--- config.mk ---
export PLATFORM = sky130hd
export DESIGN_NAME = expu_arbiter
export DESIGN_NICKNAME = d
export VERILOG_FILES = /design/src/rtl/expu_arb_pkg.sv /design/src/rtl/expu_arb_grant.sv /design/src/rtl/expu_arbiter.sv
export SDC_FILE = /design/constraint.sdc
export NUM_CORES = 1
export LEC_CHECK = 0
export BUFFER_PORTS_ARGS = -buffer_cell sky130_fd_sc_hd__buf_2
export CORE_ASPECT_RATIO = 1.1
export CORE_MARGIN = 2
export CORE_UTILIZATION = 30
export CTS_CLUSTER_SIZE = 40
export DETAILED_ROUTE_END_ITERATION = 16
export HOLD_SLACK_MARGIN = 0.05
export PLACE_DENSITY_LB_ADDON = 0.2
export SETUP_SLACK_MARGIN = 0.1
export SLEW_MARGIN = 20
export SYNTH_ARGS = -nofsm -noshare
export SYNTH_HDL_FRONTEND = slang
export SYNTH_SLANG_ARGS = --single-unit
--- constraint.sdc ---
create_clock -name clk_i -period 4.13 [get_ports clk_i]
set_input_delay 0 -clock clk_i [delete_from_list [all_inputs] [get_ports clk_i]]
set_output_delay 0 -clock clk_i [all_outputs]
set_load 0.02 [all_outputs]
--- src/rtl/expu_arb_pkg.sv ---
// rtl/expu_arb_pkg.sv - shared types and constants for the exponential-unit arbiter
//
// Holds the arbiter FSM state encoding, the tag carried alongside each operand
// through the unit, and the default operand width.
package expu_arb_pkg;

  localparam int FLOAT_W_DEFAULT = 16;

  // Tag id field is sized for up to 256 requesters; the arbiter uses the low bits.
  localparam int TAG_ID_W = 8;

  typedef enum logic [1:0] {
    IDLE  = 2'd0,
    BUSY  = 2'd1,
    DRAIN = 2'd2,
    DONE  = 2'd3
  } expu_arb_state_e;

  typedef struct packed {
    logic                valid;
    logic [TAG_ID_W-1:0] id;
  } expu_tag_t;

endpackage

--- src/rtl/expu_arb_grant.sv ---
// rtl/expu_arb_grant.sv - combinational priority / round-robin requester selector
//
// Searches valid_i starting at pointer_i and wrapping, returning the first hit.
// With pointer_i tied to 0 this is a plain lowest-index-wins priority encoder.
// Ports:
//   valid_i     - per-requester request
//   pointer_i   - index where the search starts (0..N_REQ-1)
//   grant_o     - one-hot grant, zero when nothing is valid
//   grant_idx_o - binary index of the grant (0 when no grant)
//   grant_any_o - a grant was made
module expu_arb_grant #(
  parameter int N_REQ = 4,
  parameter int ID_W  = 2
) (
  input  logic [N_REQ-1:0] valid_i,
  input  logic [ID_W-1:0]  pointer_i,
  output logic [N_REQ-1:0] grant_o,
  output logic [ID_W-1:0]  grant_idx_o,
  output logic             grant_any_o
);

  // One extra bit so pointer + offset cannot overflow before the modulo fold.
  logic [ID_W:0] cand;

  always_comb begin
    grant_o     = '0;
    grant_idx_o = '0;
    grant_any_o = 1'b0;
    cand        = '0;
    for (int i = 0; i < N_REQ; i++) begin
      cand = {1'b0, pointer_i} + (ID_W+1)'(i);
      if (cand >= (ID_W+1)'(N_REQ)) begin
        cand = cand - (ID_W+1)'(N_REQ);
      end
      if (!grant_any_o && valid_i[cand[ID_W-1:0]]) begin
        grant_any_o              = 1'b1;
        grant_o[cand[ID_W-1:0]]  = 1'b1;
        grant_idx_o              = cand[ID_W-1:0];
      end
    end
  end

endmodule

--- src/rtl/expu_arbiter.sv ---
// rtl/expu_arbiter.sv - shares one pipelined exponential unit between N_REQ requesters
//
// Arbitrates requester operands onto the unit input, carries each requester id
// through a tag pipe matched to the unit latency, and returns results to the
// owner. A back-pressuring owner freezes the unit and the tag pipe together.
// Build option: define EXPU_ARB_RR_EN for round-robin arbitration; otherwise
// fixed priority (lowest index wins) with no pointer register.
// Ports:
//   clk_i, rst_i                - clock, async active-high reset
//   clear_i                     - synchronous flush of all in-flight work
//   drain_i / drain_done_o      - drain request pulse / completion pulse
//   req_valid_i/req_ready_o     - per-requester operand handshake
//   req_float_i                 - operands, requester k in slice k
//   res_valid_o/res_ready_i     - per-requester result handshake
//   res_float_o                 - shared result bus
//   busy_o                      - work in flight or FSM not idle
//   expu_enable_o/expu_clear_o  - unit enable_i / clear_i
//   expu_float_o/expu_float_i   - unit float_i / float_o
module expu_arbiter
  import expu_arb_pkg::*;
#(
  parameter int N_REQ   = 4,
  parameter int FLOAT_W = FLOAT_W_DEFAULT,
  parameter int LATENCY = 4
) (
  input  logic                     clk_i,
  input  logic                     rst_i,
  input  logic                     clear_i,
  input  logic                     drain_i,
  output logic                     drain_done_o,
  input  logic [N_REQ-1:0]         req_valid_i,
  output logic [N_REQ-1:0]         req_ready_o,
  input  logic [N_REQ*FLOAT_W-1:0] req_float_i,
  output logic [N_REQ-1:0]         res_valid_o,
  input  logic [N_REQ-1:0]         res_ready_i,
  output logic [FLOAT_W-1:0]       res_float_o,
  output logic                     busy_o,
  output logic                     expu_enable_o,
  output logic                     expu_clear_o,
  output logic [FLOAT_W-1:0]       expu_float_o,
  input  logic [FLOAT_W-1:0]       expu_float_i
);

  localparam int ID_W = $clog2(N_REQ);

  expu_tag_t       tag_q [LATENCY];
  expu_tag_t       tag_d [LATENCY];
  expu_arb_state_e state_q, state_d;

  expu_tag_t        head;
  logic             stall;
  logic             any_valid;
  logic             accept_ok;
  logic             accept;
  logic [N_REQ-1:0] grant;
  logic [ID_W-1:0]  grant_idx;
  logic             grant_any;
  logic [ID_W-1:0]  arb_ptr;

`ifdef EXPU_ARB_RR_EN
  logic [ID_W-1:0] rr_ptr_q, rr_ptr_d;

  assign arb_ptr = rr_ptr_q;

  always_comb begin
    rr_ptr_d = rr_ptr_q;
    if (accept) begin
      rr_ptr_d = (grant_idx == ID_W'(N_REQ-1)) ? '0 : grant_idx + 1'b1;
    end
  end

  always_ff @(posedge clk_i or posedge rst_i) begin
    if (rst_i) begin
      rr_ptr_q <= '0;
    end else begin
      rr_ptr_q <= rr_ptr_d;
    end
  end
`else
  assign arb_ptr = '0;
`endif

  expu_arb_grant #(
    .N_REQ (N_REQ),
    .ID_W  (ID_W)
  ) u_grant (
    .valid_i     (req_valid_i),
    .pointer_i   (arb_ptr),
    .grant_o     (grant),
    .grant_idx_o (grant_idx),
    .grant_any_o (grant_any)
  );

  // Result side: the head tag owns the result bus; its owner's ready gates the unit.
  always_comb begin
    head        = tag_q[LATENCY-1];
    res_valid_o = '0;
    for (int k = 0; k < N_REQ; k++) begin
      res_valid_o[k] = head.valid && (head.id == TAG_ID_W'(k));
    end
    stall         = |(res_valid_o & ~res_ready_i);
    expu_enable_o = ~stall;
    res_float_o   = expu_float_i;
    expu_clear_o  = clear_i;
    any_valid     = 1'b0;
    for (int i = 0; i < LATENCY; i++) begin
      any_valid = any_valid | tag_q[i].valid;
    end
  end

  // Request side: accept only when the pipe can move and no flush is pending.
  always_comb begin
    accept_ok    = ((state_q == IDLE) || (state_q == BUSY)) && !stall && !clear_i;
    req_ready_o  = accept_ok ? grant : '0;
    accept       = accept_ok && grant_any;
    expu_float_o = '0;
    for (int k = 0; k < N_REQ; k++) begin
      if (req_ready_o[k]) begin
        expu_float_o = req_float_i[k*FLOAT_W +: FLOAT_W];
      end
    end
    busy_o       = any_valid || (state_q != IDLE);
    drain_done_o = (state_q == DONE);
  end

  // Tag pipe: shifts in lockstep with the unit; a bubble enters when nothing is accepted.
  always_comb begin
    for (int i = 0; i < LATENCY; i++) begin
      tag_d[i] = tag_q[i];
    end
    if (clear_i) begin
      for (int i = 0; i < LATENCY; i++) begin
        tag_d[i].valid = 1'b0;
      end
    end else if (expu_enable_o) begin
      tag_d[0].valid = accept;
      tag_d[0].id    = accept ? TAG_ID_W'(grant_idx) : '0;
      for (int i = 1; i < LATENCY; i++) begin
        tag_d[i] = tag_q[i-1];
      end
    end
  end

  always_comb begin
    state_d = state_q;
    if (clear_i) begin
      state_d = IDLE;
    end else begin
      unique case (state_q)
        IDLE: begin
          if (drain_i) begin
            state_d = DRAIN;
          end else if (accept) begin
            state_d = BUSY;
          end
        end
        BUSY: begin
          if (drain_i) begin
            state_d = DRAIN;
          end else if (!any_valid && !accept) begin
            state_d = IDLE;
          end
        end
        DRAIN: begin
          if (!any_valid) begin
            state_d = DONE;
          end
        end
        DONE:    state_d = IDLE;
        default: state_d = IDLE;
      endcase
    end
  end

  always_ff @(posedge clk_i or posedge rst_i) begin
    if (rst_i) begin
      state_q <= IDLE;
      for (int i = 0; i < LATENCY; i++) begin
        tag_q[i] <= '0;
      end
    end else begin
      state_q <= state_d;
      for (int i = 0; i < LATENCY; i++) begin
        tag_q[i] <= tag_d[i];
      end
    end
  end

endmodule
==> results of run 1 <==
-- stage by stage --
stage          hold slack [ns]   util
2_1_floorplan           -0.111      -
3_3_place_gp          0.000137  0.402
3_5_place_dp          0.000137  0.402
4_1_cts                  0.245  0.454
5_1_grt                  0.288  0.454
6_report                 0.236  0.454
-- final cells by class --
type | instances | area [sq um]
Sequential cell | 14 | 350
Timing Repair Buffer | 123 | 713
Clock buffer | 4 | 55.1
Fill cell | 495 | 2570
Inverter | 4 | 15.0
Multi-Input combinational cell | 132 | 938
Tap cell | 56 | 70.1
-- report_power, final --
group	leakage (nW)	switching, mW	internal, mW
combinational	0.886	0.108	0.0974
clock	0.0288	0.0482	0.0845
sequential	0.184	0.0143	0.155
total	1.10	0.170	0.337
-- flip-flops by register name, summed over array words and instances (netlist names) --
signal,flops
head,3
state_q,2
tag_q,9
-- path summary, 6_finish.rpt --
check                               startpoint              to  slack, ns
worst max-delay path                   head[0]  req_ready_o[1]       1.88
worst min-delay path            req_valid_i[3]       tag_q[35]       0.24
worst max register to register         head[0]       tag_q[18]       2.43
worst min register to register       tag_q[19]       tag_q[10]       0.50
max in group asynchronous                rst_i       tag_q[26]       3.44
min in group asynchronous                rst_i        tag_q[9]       0.34
-- kinds of logic after synthesis --
kind of cell / Yosys count
buf+inv: 35
mux: 14
flops: 14
compound gates: 57
simple gates: 61
-- layout by cell type, fill, tap and decap left out --
cell / synthesis / routed
a21boi_0: 1 / 1
a21o_1: 16 / 16
a21oi_1: 19 / 19
a221o_1: 1 / 1
a221oi_4: 1 / 1
a22o_1: 1 / 1
a22oi_1: 16 / 16
a22oi_2: 1 / 1
and2_1: 2 / 2
and2_2: 1 / 1
and2b_2: 2 / 2
and3_1: 1 / 1
and3_2: 1 / 1
buf_2: 0 / 103
buf_4: 17 / 1
clkbuf_8: 0 / 4
dfrtp_1: 14 / 14
dlygate4sd3_1: 0 / 19
inv_1: 4 / 4
mux2_2: 7 / 7
mux2i_1: 7 / 7
nand2_1: 19 / 19
nand2b_1: 3 / 3
nand3b_1: 16 / 16
nor2_1: 3 / 3
nor2b_1: 3 / 3
nor3_1: 1 / 1
nor3b_1: 1 / 1
nor4_1: 2 / 2
nor4b_2: 1 / 1
nor4b_4: 1 / 1
o21ai_0: 1 / 1
or2_2: 1 / 1
or3_1: 1 / 1
or3b_2: 1 / 1
or4_1: 1 / 1
-- metal layers --
metal,vias to the layer above,part of all wire,wire [um]
li1,827,-,-
met4,0,0.013,57
met2,79,0.52,2300
met3,5,0.074,327
met5,-,0,0
met1,717,0.39,1710
-- critical path, stage by stage, from the launching register on --
cell     delay (ns)
dfrtp_1        0.44
mux2i_1        0.48
a221o_1        0.78
nor3b_1        0.10
buf_2          0.19
==> impl_metrics.ini, run 1 <==
[run_status]
status = completed

[timing]
hold_viol_final = 0
layout_setup_ws_ns = 1.88
min_period_ns = 2.25
fmax_mhz = 444
slew_viol_final = 0
setup_tns_ns = 0
finalSetupViolations = 0
finClkSkew_ns = 0.000601
tightest_slew_ns = 0.826
rsz0062_at_grt = no
fin_crit_sh = 0.546
slew_headroom = 0.449

[floorplanning]
die_area_sq_mm = 0.00558
initial_core_util = 0.318
fp.dieH_um = 78.1
rows = 26
io_pins = 136
core_area_sq_mm = 0.00472
die_w_um = 71.4

[logic_synthesis]
avgSynthCellArea_sq_um = 8.28
synthMuxAreaShare = 0.0993
syn_area_sq_mm = 0.00150
synth_ff_type = dfrtp_1
synth_nets = 273
synth_largest_area_cell = dfrtp_1
seq_area_frac_synth = 0.234
synth_area_leaders = dfrtp_1 23%, buf_4 8.5%, a21o_1 8.0%, a22oi_1 8.0%, nand3b_1 8.0%
synthXorXnorAreaFrac = 0
synth-seq-cells = 14
netlist.area_leader.share = 0.234
synth_cells = 181
ys_types = 36
synthAdderAreaFrac = 0
synth_common_cells = 19 x a21oi_1, 19 x nand2_1, 17 x buf_4
ys_warn_count = 0
async_flop_share = 1.00
synth_top_family_by_area = compound AO/OA/AOI/OAI gates
synth-edff-count = 0
synth-compound-area-share = 0.270
synth-simple-area-share = 0.256

[worst_hold_path]
hp-class = in2reg
whs_path_depth = 4

[placement]
pre_cts_slack_ns = 2.13
portBuffers = 103
placed_cell_area_sq_mm = 0.00190
hpwlAfterDp_um = 3200
dpl.cell_count = 310
gp_congestion = 0.766

[power_and_ir_drop]
power.density_mw_per_mm2 = 237
p_leak_nw = 1.10
peakVddDrop_mv = 0.107
total_power_uw = 507

[finish]
diodes = 0
area_growth_pct = 42.9
final_cell_area_sq_mm = 0.00214
final-instance-count-excl-fill = 333
nets = 370
drive_gt1_frac = 0.451

[clock_tree]
clockRootBuffer = clkbuf_8
cts_buffer_depth = 2
tritoncts = done
postCtsHoldBufs = 19
clkSinkCount = 14
post-cts-setup-buffer-count = 0
clk_latency_ns = 0.25
htree_levels = 1
path_clk_slew_ns = 0.06
cts_buffers = 3
cts_resized = 0

[global_routing]
use_met3 = 0.0167
antenna_found_initial = 0
grt_pass1_vias = 1481
grt_use_met1 = 0.176
top_usage_layer = met2
grt_start_max_net_pins = 40
grt_util_all_layers = 0.150
met2_usage = 0.279
grt_pass1_wl_um = 6800
grt_overflow = 0

[critical_path]
crit_required_ns = 4.13
critPathCaptureType = primary output
critPathArrivalTime_ns = 2.25
worst-setup-path-type = reg2out
worstPathMaxFanout = 19
reg2reg_depth = 3
cp-start-kind = flop

[detailed_routing]
viasPerCell = 4.89
drt-pass1-iter-count = 4
drt-initial-drc-count = 62
ant_nets = 0
dr_total_vias = 1628
remaining_drc_errors = 0
wl_per_cell_um = 13.2
routed_wl_um = 4390

[run]
drv_cap = 0
(Power assumes the default switching activity.)
==> run 2: changes to the inputs <==
--- a/config.mk
+++ b/config.mk
@@ -5,6 +5,7 @@
 export SDC_FILE = /design/constraint.sdc
 export NUM_CORES = 1
 export LEC_CHECK = 0
+export ABC_AREA = 1
 export BUFFER_PORTS_ARGS = -buffer_cell sky130_fd_sc_hd__buf_2
 export CORE_ASPECT_RATIO = 1.1
 export CORE_MARGIN = 2
==> constraint.sdc (replaced) <==
create_clock -name clk_i -period 1.9 [get_ports clk_i]
set_input_delay 0 -clock clk_i [delete_from_list [all_inputs] [get_ports clk_i]]
set_output_delay 0 -clock clk_i [all_outputs]
set_load 0.02 [all_outputs]
==> impl_metrics.ini, run 2 <==
[finish]
layout.cells.most_common = buf_2
final_cell_area_sq_mm = 0.00259
nFillCells = 458
area_growth_pct = 73.1
nets = 468
regArea_sq_um = 353
regMostFlops = tag_q
drive_gt1_frac = 0.447
final-instance-count-excl-fill = 430
final_util = 0.550
layout_common_cells = 84 x buf_2, 57 x inv_1, 47 x nor2_1
multiInputGateArea_sq_um = 946
diodes = 0
largest_reg_flops = 9

[worst_hold_path]
hp-start = drain_i
hp-class = in2reg

[logic_synthesis]
avgSynthCellArea_sq_um = 5.90
synth_cells = 254
syn_area_sq_mm = 0.00150
synth_top_family_by_area = simple AND/OR/NAND/NOR gates
synth-simple-area-share = 0.454
synth-seq-cells = 14
synthXorXnorAreaFrac = 0
synth_area_leaders = dfrtp_1 23%, inv_1 15%, nor2_1 14%, nand3_1 11%, nand2_1 9.0%
synth_common_cells = 58 x inv_1, 57 x nor2_1, 36 x nand2_1
ys_types = 22
synth-edff-count = 0
async_flop_share = 1.00
synth_most_common_cell = inv_1
synth-compound-area-share = 0.0451
synthAdderAreaFrac = 0
synth_ff_type = dfrtp_1
seq_area_frac_synth = 0.234
synth_largest_area_cell = dfrtp_1
netlist.area_leader.share = 0.234
synth_nets = 346
synthMuxAreaShare = 0
ys_warn_count = 0

[power_and_ir_drop]
power.density_mw_per_mm2 = 447
p_leak_nw = 1.54
total_power_mw = 1.16
peakVddDrop_mv = 0.215

[detailed_routing]
ant_nets = 0
routed_wl_um = 5370
wl_per_cell_um = 12.5
remaining_drc_errors = 0
dr_total_vias = 1951
drt-pass1-iter-count = 4
drt-initial-drc-count = 100
viasPerCell = 4.54

[critical_path]
crit_required_ns = 1.90
cp-start-kind = flop
critPathArrivalTime_ns = 1.99
worstPathMaxFanout = 8
timing.rr.start = head[8]
critPathCaptureType = primary output
critPathLaunch = head[8]
worst-setup-path-type = reg2out

[floorplanning]
rows = 26
fp.dieH_um = 78.1
die_area_sq_mm = 0.00557
die_w_um = 71.4
io_pins = 136
initial_core_util = 0.318
core_area_sq_mm = 0.00472

[clock_tree]
htree_levels = 1
tritoncts = done
path_clk_slew_ns = 0.06
cts_buffers = 3
clk_latency_ns = 0.24
clkSinkCount = 14
cts_buffer_depth = 2
clockRootBuffer = clkbuf_8

[global_routing]
grt_util_all_layers = 0.169
grt_pass1_wl_um = 7700
grt_pass1_vias = 1752
grt_overflow = 0
antenna_found_initial = 0
grt_start_max_net_pins = 18

[timing]
holdWs_ns = 0.0755
fmax_mhz = 503
hold_viol_final = 0
slew_headroom = 0.488
layout_setup_ws_ns = -0.0863
finalSetupViolations = 15
slew_viol_final = 0
fin_crit_sh = 1.05
tightest_slew_ns = 0.765
finClkSkew_ns = 0.00342
setup_tns_ns = -0.661
rsz0062_at_grt = yes
min_period_ns = 1.99

[run_status]
failed_checks = negative setup slack
status = complete, but fails checks

[placement]
pre_cts_slack_ns = 0.147
gp_congestion = 0.849
portBuffers = 103
placed_cell_area_sq_mm = 0.00194
dpl.cell_count = 394
hpwlAfterDp_um = 3540

[run]
drv_cap = 0
## run 2: changes by cell type in the layout (fill, tap and decap cells not counted), moves of 16 or more
cell / delta
a21oi_1: -18
a22oi_1: -16
buf_2: -19
inv_1: +53
nand3b_1: -16
a21o_1: -16
nor2_1: +44
buf_6: +17
nand3_1: +25
## run 2: kinds of logic after synthesis
kind of cell,Yosys count
flip-flops,14
AO/OA/AOI/OAI,12
buffers and inverters,82
AND/OR/NAND/NOR,146
## run 2: layout make-up
class / instances / area share
clock buffer: 3 / 0.0159
inverter: 59 / 0.0898
multi-input combinational: 163 / 0.365
sequential: 14 / 0.136
tap: 56 / 0.0270
timing repair buffer: 135 / 0.366
## run 2: power by group
| part | leakage, nW | switching [mW] | internal (mW) |
|---|---|---|---|
| combinational | 1.34 | 0.303 | 0.252 |
| sequential | 0.182 | 0.0304 | 0.334 |
| clock | 0.0216 | 0.0996 | 0.140 |
## run 2: path summary, 6_finish.rpt
kind                       slack, ns              end  depth (start not counted)
min in group asynchronous       0.35        tag_q[17]                          3
min reg2reg                     0.49        tag_q[10]                          2
max                            -0.09  expu_float_o[9]                         14
min                             0.08       state_q[0]                          4
max in group asynchronous       1.16          head[0]                          3
max reg2reg                     0.25          head[1]                         12
## run 2: critical path: stages (launching register included)
cell     delay (ns)
dfrtp_1        0.43
nand2_2        0.10
nor2_2         0.04
nand2_1        0.07
nand2_2        0.07
nor2_4         0.14
nand2_4        0.08
nor2_8         0.12
buf_12         0.12
inv_8          0.04
nor2_4         0.11
buf_12         0.15
nand2_2        0.06
nand3_2        0.08
buf_6          0.12
## run 2: routing by layer
layer / up-vias / GRT usage / share of wire
li1: 994 / - / -
met1: 853 / 0.202 / 0.38
met2: 96 / 0.311 / 0.54
met3: 8 / 0.0116 / 0.067
met4: 0 / 0.0604 / 0.014
met5: - / 0 / 0
## run 2: repair_timing
action                                  4_1_cts  5_1_grt
hold buffers                                 18        0
gates resized for setup                      26       51
setup buffers                                 3        7
gates cloned                                  2        3
endpoints found under the hold margin        32        0
pin swaps                                    10       11
endpoints found under the setup margin       19       21
==> run 3: changes to the inputs <==
--- a/config.mk
+++ b/config.mk
@@ -8,13 +8,13 @@
 export ABC_AREA = 1
 export BUFFER_PORTS_ARGS = -buffer_cell sky130_fd_sc_hd__buf_2
 export CORE_ASPECT_RATIO = 1.1
-export CORE_MARGIN = 2
 export CORE_UTILIZATION = 30
 export CTS_CLUSTER_SIZE = 40
 export DETAILED_ROUTE_END_ITERATION = 16
 export HOLD_SLACK_MARGIN = 0.05
 export PLACE_DENSITY_LB_ADDON = 0.2
 export SETUP_SLACK_MARGIN = 0.1
+export SKIP_CTS_REPAIR_TIMING = 1
 export SLEW_MARGIN = 20
 export SYNTH_ARGS = -nofsm -noshare
 export SYNTH_HDL_FRONTEND = slang
==> impl_metrics.ini, run 3 (synthesis gave the netlist of run 2 again) <==
[critical_path]
ff2ff_setup_slack_ns = 0.24
worst-setup-path-type = reg2out
cp-start-kind = flop
slowest_stage = dfrtp_2
critical_path.cell_chain = nand2_2, nor2_2, nand2_1, nand2_2, nor2_4, nand2_4, nor2_8, buf_12, inv_8, nor2_4, nand2_1, nand3_1, buf_6
critical-path-top-delay-family = simple AND/OR/NAND/NOR gates
critPathArrivalTime_ns = 2.01
crit_path_max_incr_delay_ns = 0.44
worstPathMaxFanout = 8
reg2reg_depth = 8
timing.critical_path.depth = 13
crit_required_ns = 1.90
critPathCaptureType = primary output
cp_num_buf_inv = 3

[floorplanning]
die_w_um = 69.4
fp.dieH_um = 76.1
initial_core_util = 0.318
rows = 26
die_area_sq_mm = 0.00528
io_pins = 136
core_area_sq_mm = 0.00472

[finish]
largest_reg_flops = 9
regMostFlops = tag_q
diodes = 0
nFillCells = 479
drive_gt1_frac = 0.402
regArea_sq_um = 353
nets = 461
final_util = 0.519
area_growth_pct = 63.4
layout.cells.most_common = buf_2
final-instance-count-excl-fill = 424
layout_common_cells = 85 x buf_2, 57 x inv_1, 53 x nor2_1
multiInputGateArea_sq_um = 868

[worst_hold_path]
hp-class = in2reg
whs_path_depth = 4

[timing]
fin_crit_sh = 1.06
slew_headroom = 0.495
fmax_mhz = 498
finalSetupViolations = 13
finClkSkew_ns = 0.00127
slew_viol_final = 0
setup_tns_ns = -0.736
min_period_ns = 2.01
tightest_slew_ns = 0.754
hold_viol_final = 0
layout_setup_ws_ns = -0.107
rsz0062_at_grt = yes

[detailed_routing]
remaining_drc_errors = 0
viasPerCell = 4.58
drt-pass1-iter-count = 4
ant_nets = 0
routed_wl_um = 4910
wl_per_cell_um = 11.6
dr_total_vias = 1940
drt-initial-drc-count = 75

[placement]
gp_congestion = 0.831
pre_cts_slack_ns = 0.128
portBuffers = 103
hpwlAfterDp_um = 3370
dpl.cell_count = 394

[clock_tree]
cts_buffer_depth = 2
tritoncts = done
cts_buffers = 3
htree_levels = 1
clk_latency_ns = 0.24
path_clk_slew_ns = 0.06
clockRootBuffer = clkbuf_8
clkSinkCount = 14

[global_routing]
grt_start_max_net_pins = 18
antenna_found_initial = 0
grt_pass1_wl_um = 7110
grt_util_all_layers = 0.160
grt_pass1_vias = 1718
grt_overflow = 0

[run_status]
status = complete, but fails checks
failed_checks = negative setup slack

[power_and_ir_drop]
power.density_mw_per_mm2 = 477
peakVddDrop_mv = 0.281
p_leak_nw = 1.46
total_power_mw = 1.17

[run]
drv_cap = 0
[run 3: cell type report]
cell class                 instances  share of cell area
timing repair buffer             130               0.356
multi-input combinational        161               0.355
sequential                        14               0.144
inverter                          59              0.0936
tap                               56              0.0286
clock buffer                       4              0.0225
[run 3: worst register-to-register path: stages (launching register included)]
cell and delay, ns:
dfrtp_2 0.44, nand2_2 0.09, nor2_2 0.04, nand2_1 0.07
nand2_2 0.07, nor2_4 0.10, buf_4 0.14, a21oi_1 0.06
dlygate4sd3_1 0.54
[run 3: path summary, 6_finish.rpt]
path / startpoint / endpoint
worst max-delay path: head[1] / expu_float_o[9]
worst min-delay path: drain_i / state_q[0]
worst max register to register: head[1] / head[8]
worst min register to register: tag_q[19] / tag_q[10]
max in group asynchronous: rst_i / head[1]
min in group asynchronous: rst_i / state_q[1]
[run 3: per-stage QoR]
stage,area [sq um],hold WS [ns]
after floorplan,1500,-0.111
after global placement,1940,0.000137
after detailed placement,1940,0.000137
after CTS,1990,-0.186
after global routing,2450,0.101
final,2450,0.0724
[run 3: per-layer routing]
layer	up-vias	global-route usage	share of wire
met5	-	0	0
met4	0	0.0633	0.016
met3	8	0.0172	0.055
met2	92	0.297	0.53
met1	856	0.184	0.40
li1	984	-	-
[run 3: power by group]
| group | total [mW] | switching (mW) | internal [mW] |
|---|---|---|---|
| Sequential | 0.365 | 0.0305 | 0.334 |
| Clock | 0.289 | 0.105 | 0.183 |
| Combinational | 0.513 | 0.285 | 0.229 |
